$ cat src/rtl/dart_game_ctrl.sv
// Two-player dart game controller: edge-detects darts, maps hit position to
// points, runs three-dart turns with bust/win handling and registered outputs.
module dart_game_ctrl #(
  parameter int START_SCORE    = 301,
  parameter int DARTS_PER_TURN = 3
) (
  input  logic       clk,
  input  logic       reset,
  input  logic       dart_come_i,
  input  logic [3:0] dart_position_x_i,
  input  logic [3:0] dart_position_y_i,
  output logic       game_set_o,
  output logic       player_1_done_o,
  output logic       player_2_done_o,
  output logic       player_1_win_o,
  output logic       player_2_win_o,
  output logic [8:0] p1_score_o,
  output logic [8:0] p2_score_o,
  output logic [1:0] dart_cnt_o
);

  localparam logic [1:0] P1_WAIT   = 2'd0;
  localparam logic [1:0] P2_WAIT   = 2'd1;
  localparam logic [1:0] EVAL      = 2'd2;
  localparam logic [1:0] GAME_OVER = 2'd3;

  localparam logic [8:0] START = 9'(START_SCORE);
  localparam logic [1:0] LAST  = 2'(DARTS_PER_TURN - 1);

  logic [1:0]        state;
  logic              act_p2;
  logic              come_q;
  logic [3:0]        x_q;
  logic [3:0]        y_q;
  logic [8:0]        turn_start;
  logic [3:0]        dx;
  logic [3:0]        dy;
  logic [3:0]        d;
  logic [5:0]        pts;
  logic [8:0]        cur;
  logic signed [9:0] diff;

  always_comb begin
    dx = (x_q >= 4'd7) ? (x_q - 4'd7) : (4'd7 - x_q);
    dy = (y_q >= 4'd7) ? (y_q - 4'd7) : (4'd7 - y_q);
    d  = (dx > dy) ? dx : dy;
  end

  always_comb begin
    pts = 6'd0;
    unique case (1'b1)
      (d == 4'd0):                 pts = 6'd50;
      (d == 4'd1):                 pts = 6'd25;
      (d >= 4'd2 && d <= 4'd3):    pts = 6'd20;
      (d >= 4'd4 && d <= 4'd5):    pts = 6'd10;
      (d >= 4'd6 && d <= 4'd7):    pts = 6'd5;
      default:                     pts = 6'd0;
    endcase
  end

  // Sign bit of diff flags a bust; zero is a win.
  always_comb begin
    cur  = act_p2 ? p2_score_o : p1_score_o;
    diff = $signed({1'b0, cur}) - $signed({4'b0, pts});
  end

  always_ff @(posedge clk or negedge reset) begin
    if (!reset) begin
      state           <= P1_WAIT;
      act_p2          <= 1'b0;
      come_q          <= 1'b1;
      x_q             <= 4'd0;
      y_q             <= 4'd0;
      turn_start      <= START;
      p1_score_o      <= START;
      p2_score_o      <= START;
      dart_cnt_o      <= 2'd0;
      game_set_o      <= 1'b0;
      player_1_done_o <= 1'b0;
      player_2_done_o <= 1'b0;
      player_1_win_o  <= 1'b0;
      player_2_win_o  <= 1'b0;
    end else begin
      come_q          <= dart_come_i;
      player_1_done_o <= 1'b0;
      player_2_done_o <= 1'b0;
      unique case (state)
        P1_WAIT, P2_WAIT: begin
          if (dart_come_i && !come_q) begin
            x_q    <= dart_position_x_i;
            y_q    <= dart_position_y_i;
            act_p2 <= (state == P2_WAIT);
            state  <= EVAL;
          end
        end
        EVAL: begin
          if (diff == 10'sd0) begin
            state      <= GAME_OVER;
            game_set_o <= 1'b1;
            if (act_p2) begin
              p2_score_o     <= 9'd0;
              player_2_win_o <= 1'b1;
            end else begin
              p1_score_o     <= 9'd0;
              player_1_win_o <= 1'b1;
            end
          end else if (diff[9] || dart_cnt_o == LAST) begin
            dart_cnt_o <= 2'd0;
            if (act_p2) begin
              p2_score_o      <= diff[9] ? turn_start : diff[8:0];
              player_2_done_o <= 1'b1;
              turn_start      <= p1_score_o;
              state           <= P1_WAIT;
            end else begin
              p1_score_o      <= diff[9] ? turn_start : diff[8:0];
              player_1_done_o <= 1'b1;
              turn_start      <= p2_score_o;
              state           <= P2_WAIT;
            end
          end else begin
            dart_cnt_o <= dart_cnt_o + 2'd1;
            if (act_p2) begin
              p2_score_o <= diff[8:0];
              state      <= P2_WAIT;
            end else begin
              p1_score_o <= diff[8:0];
              state      <= P1_WAIT;
            end
          end
        end
        default: begin
        end
      endcase
    end
  end

endmodule

$ cat config.mk
export PLATFORM = sky130hd
export DESIGN_NAME = dart_game_ctrl
export DESIGN_NICKNAME = d
export VERILOG_FILES = /design/src/rtl/dart_game_ctrl.sv
export SDC_FILE = /design/constraint.sdc
export NUM_CORES = 1
export LEC_CHECK = 0
export CELL_PAD_IN_SITES_DETAIL_PLACEMENT = 1
export CELL_PAD_IN_SITES_GLOBAL_PLACEMENT = 2
export CORE_MARGIN = 5
export CORE_UTILIZATION = 33
export CTS_CLUSTER_SIZE = 28
export DETAILED_ROUTE_END_ITERATION = 10
export PLACE_DENSITY_LB_ADDON = 0.2
export SKIP_LAST_GASP = 1
export SYNTH_ARGS = -nofsm -noshare
export SYNTH_HDL_FRONTEND = slang
export SYNTH_SLANG_ARGS = --single-unit
$ cat constraint.sdc
create_clock -name clk -period 6.05 [get_ports clk]
set_clock_uncertainty 0.1 [all_clocks]
set_input_delay 0.9075 -clock clk [delete_from_list [all_inputs] [get_ports clk]]
set_output_delay 0.9075 -clock clk [all_outputs]
set_load 0.02 [all_outputs]
==> flow_metrics.py <==
metrics = {
    "synthesis": {
        "syn-num-nets": 292,
        "netlist_area_mm2": 0.00278,
        "yosysSeqAreaShare_pct": 42.2,
        "async_reset_ff_share_pct": 100,
        "syn_avg_cell_area_um2": 10.4,
        "netlist_instances": 266,
        "synth_top_flop_cell": "dfrtp_1",
        "synth-edff-count": 0,
        "synth-seq-cells": 46,
        "yosys_warnings": 0,
        "synth_cell_types": 45,
    },
    "layout": {
        "num_antenna_cells": 0,
        "fin_util_pct": 40.6,
        "areaGrowthSynthToFinish_pct": 20.3,
        "mostFrequentLayoutCells": "34 x clkdlybuf4s50_1, 32 x nand2_1, 30 x dfrtp_1",
        "drive_above_1_share_pct": 21.4,
        "layout.nets": 329,
        "final_common_cell": "clkdlybuf4s50_1",
        "nFillCells": 903,
    },
    "worst_setup_path": {
        "reg2reg_from": "x_q[0]",
        "cp_data_required_time_ns": 6.14,
        "rrSetupSlack_ns": 0.52,
        "rr_worst_depth": 21,
        "cp-start-kind": "flip-flop",
        "end_kind": "flip-flop",
        "path_max_fanout": 9,
        "worstPathArrival_ns": 5.62,
        "worstSetupPathType": "flip-flop to flip-flop",
        "timing.rr.end": "turn_start[1]",
    },
    "cts": {
        "cts_inserted_buffers": 5,
        "tritoncts": "yes",
        "cts.sinks": 46,
        "cts.path.max_buffers": 2,
        "cts_hold_buffers": 0,
        "cts_root_buf": "clkbuf_8",
        "clock_latency_ns": 0.30,
        "path_clk_slew_ns": 0.09,
        "h-tree-depth": 2,
    },
    "min_path": {
        "hp-start": "player_1_win_o",
        "hold_path_depth": 1,
        "hp-class": "flip-flop to flip-flop",
        "hold_end": "player_1_win_o",
    },
    "power_and_ir_drop": {
        "clockPowerShare_pct": 29.7,
        "p_sw_share_pct": 29.7,
        "power.internal_w": 0.000470,
        "seqPwrFrac_pct": 47.3,
        "ir_drop_mv": 0.0793,
        "p_sw_w": 0.000199,
        "combPwrFrac_pct": 23.1,
        "pwr_density_cell_mw_per_mm2": 200,
        "p_leak_nw": 1.49,
    },
    "floorplanning": {
        "die_h_um": 102,
        "pin_count": 36,
        "std_cell_rows": 33,
        "dieArea_mm2": 0.0103,
        "dieWidth_um": 102,
        "core_mm2": 0.00822,
        "initial_core_util_pct": 33.8,
    },
    "grt": {
        "grt_max_degree": 47,
        "grt_pass1_vias": 2337,
        "overflow": 0,
        "antenna_found_initial": 0,
        "grt_usage_pct": 14.0,
        "grt_pass1_wl_mm": 11.5,
    },
    "routing": {
        "vias": 2068,
        "via_per_inst": 5.06,
        "first_pass_iters": 4,
        "wl_met2_mm": 3.07,
        "wl_met3_um": 209,
        "drt_iter0_markers": 56,
        "wl_met1_mm": 3.08,
        "post_drt_wl_per_cell_um": 15.8,
        "drc_errors": 0,
        "drtAntennaViolNets": 0,
        "routed_wl_mm": 6.46,
        "routed.top_layer": "met4",
    },
    "timing": {
        "hold_ws_ns": 0.370,
        "worst_slack_ns": 0.518,
        "finalSetupTns_ns": 0,
        "maxSlewHeadroom_pct": 30.4,
        "setup_violations": 0,
        "rsz0062_at_grt": "no",
        "fin_crit_ns": 5.53,
        "drv_slew": 0,
        "hold_violations": 0,
        "period_share_pct": 91.4,
        "worstMarginPinSlew_ns": 1.04,
        "max_freq_mhz": 181,
    },
    "placed_design": {
        "place_ws_ns": 0.0742,
        "globalplace.congestion": 0.818,
        "portBuffers": 35,
        "dp_hpwl_mm": 4.84,
    },
    "run": {
        "cap_violations": 0,
    },
    "outcome": {
        "status": "complete, no violations",
    },
}
==> per-stage QoR <==
step           cell area (µm²)  std cells  power (W)
2_1_floorplan             2780        266   0.000432
3_3_place_gp              3220        400   0.000476
3_5_place_dp              3220        400   0.000478
4_1_cts                   3310        408   0.000680
5_1_grt                   3340        409   0.000714
6_report                  3340        409   0.000669
==> layout make-up <==
type / instances / area (µm²) / share of cell area (%)
clock buffer: 7 / 86.3 / 2.59
clock inverter: 1 / 5.00 / 0.150
sequential: 46 / 1170 / 35.1
timing repair buffer: 38 / 380 / 11.4
tap: 105 / 131 / 3.93
inverter: 13 / 48.8 / 1.46
multi-input combinational: 199 / 1520 / 45.4
==> cell usage after synthesis, types with 4 or more instances <==
master,count,area share (%)
clkbuf_1,5,0.68
mux2_2,22,8.9
nand2_1,32,4.3
mux2_4,9,4.9
mux2i_1,14,5.0
dfstp_2,16,15
ha_1,14,6.3
dfrtp_1,30,27
inv_1,13,1.8
nand2b_1,4,0.90
a211oi_1,4,1.1
xor2_1,5,1.6
o21ai_0,28,5.0
nor2_1,14,1.9
a21oi_1,13,2.3
==> power groups by stage <==
stage / clock network (W) / registers [W] / logic [W]
global placement: 0 / 0.000322 / 0.000154
CTS: 0.000207 / 0.000316 / 0.000157
detailed placement: 0 / 0.000322 / 0.000156
finish: 0.000198 / 0.000316 / 0.000154
floorplan: 0 / 0.000320 / 0.000112
global route: 0.000220 / 0.000317 / 0.000177
==> worst max path at each step <==
stage / to / start / cells past startpoint / slack [ns]
after detailed placement: turn_start[6] / x_q[0] / 22 / 0.07
after global placement: turn_start[1] / x_q[0] / 22 / 0.24
after global routing: turn_start[1] / x_q[0] / 21 / 0.06
after CTS: turn_start[1] / x_q[0] / 22 / 0.03
after floorplan: turn_start[1] / x_q[0] / 21 / 1.12
final: turn_start[1] / x_q[0] / 21 / 0.52
==> routing by layer <==
metal | vias up | GRT usage (%)
met1 | 1017 | 18.0
met5 | - | 0
met2 | 25 | 23.7
met3 | 7 | 2.55
li1 | 1019 | -
met4 | 0 | 4.60
==> registers in the layout (all words and copies together) (netlist names) <==
register / flops
p1_score_o: 9
p2_score_o: 9
turn_start: 9
x_q: 4
y_q: 4
dart_cnt_o: 2
state: 2
act_p2: 1
come_q: 1
game_set_o: 1
player_1_done_o: 1
player_1_win_o: 1
player_2_done_o: 1
player_2_win_o: 1
==> what timing repair did <==
| action | 4_1_cts | 5_1_grt |
|---|---|---|
| resized for setup | 0 | 1 |
| setup buffers | 0 | 1 |
| endpoints found under the setup margin | 0 | 9 |
| hold endpoints to repair | 0 | 0 |
==> logic make-up after synthesis <==
| logic type | Yosys count | share of synthesized area (%) |
|---|---|---|
| AOI/OAI and AO/OA | 61 | 13.6 |
| and+or+nand+nor | 70 | 12.2 |
| buffers and inverters | 21 | 3.42 |
| DFF | 46 | 42.2 |
| adders and majority gates | 15 | 7.03 |
| xor gates and xnor gates | 8 | 2.79 |
| muxes | 45 | 18.8 |
==> critical path: stages (launching register included) <==
cell and delay [ns]:
dfrtp_1 0.47, ha_1 0.26, inv_1 0.06, a211oi_1 0.03, o21ai_0 0.30, inv_1 0.08, ha_1 0.32, nand2_1 0.12
a2111o_1 0.41, o211ai_2 0.15, mux2_2 0.39, o21ai_0 0.15, nor2_1 0.06, ha_1 0.19, inv_1 0.07, fa_1 0.42
or3b_2 0.48, a2111oi_0 0.44, and4bb_4 0.38, nor3b_4 0.07, buf_12 0.15, mux2_4 0.29
No activity file was read; power rests on OpenSTA's default activity.
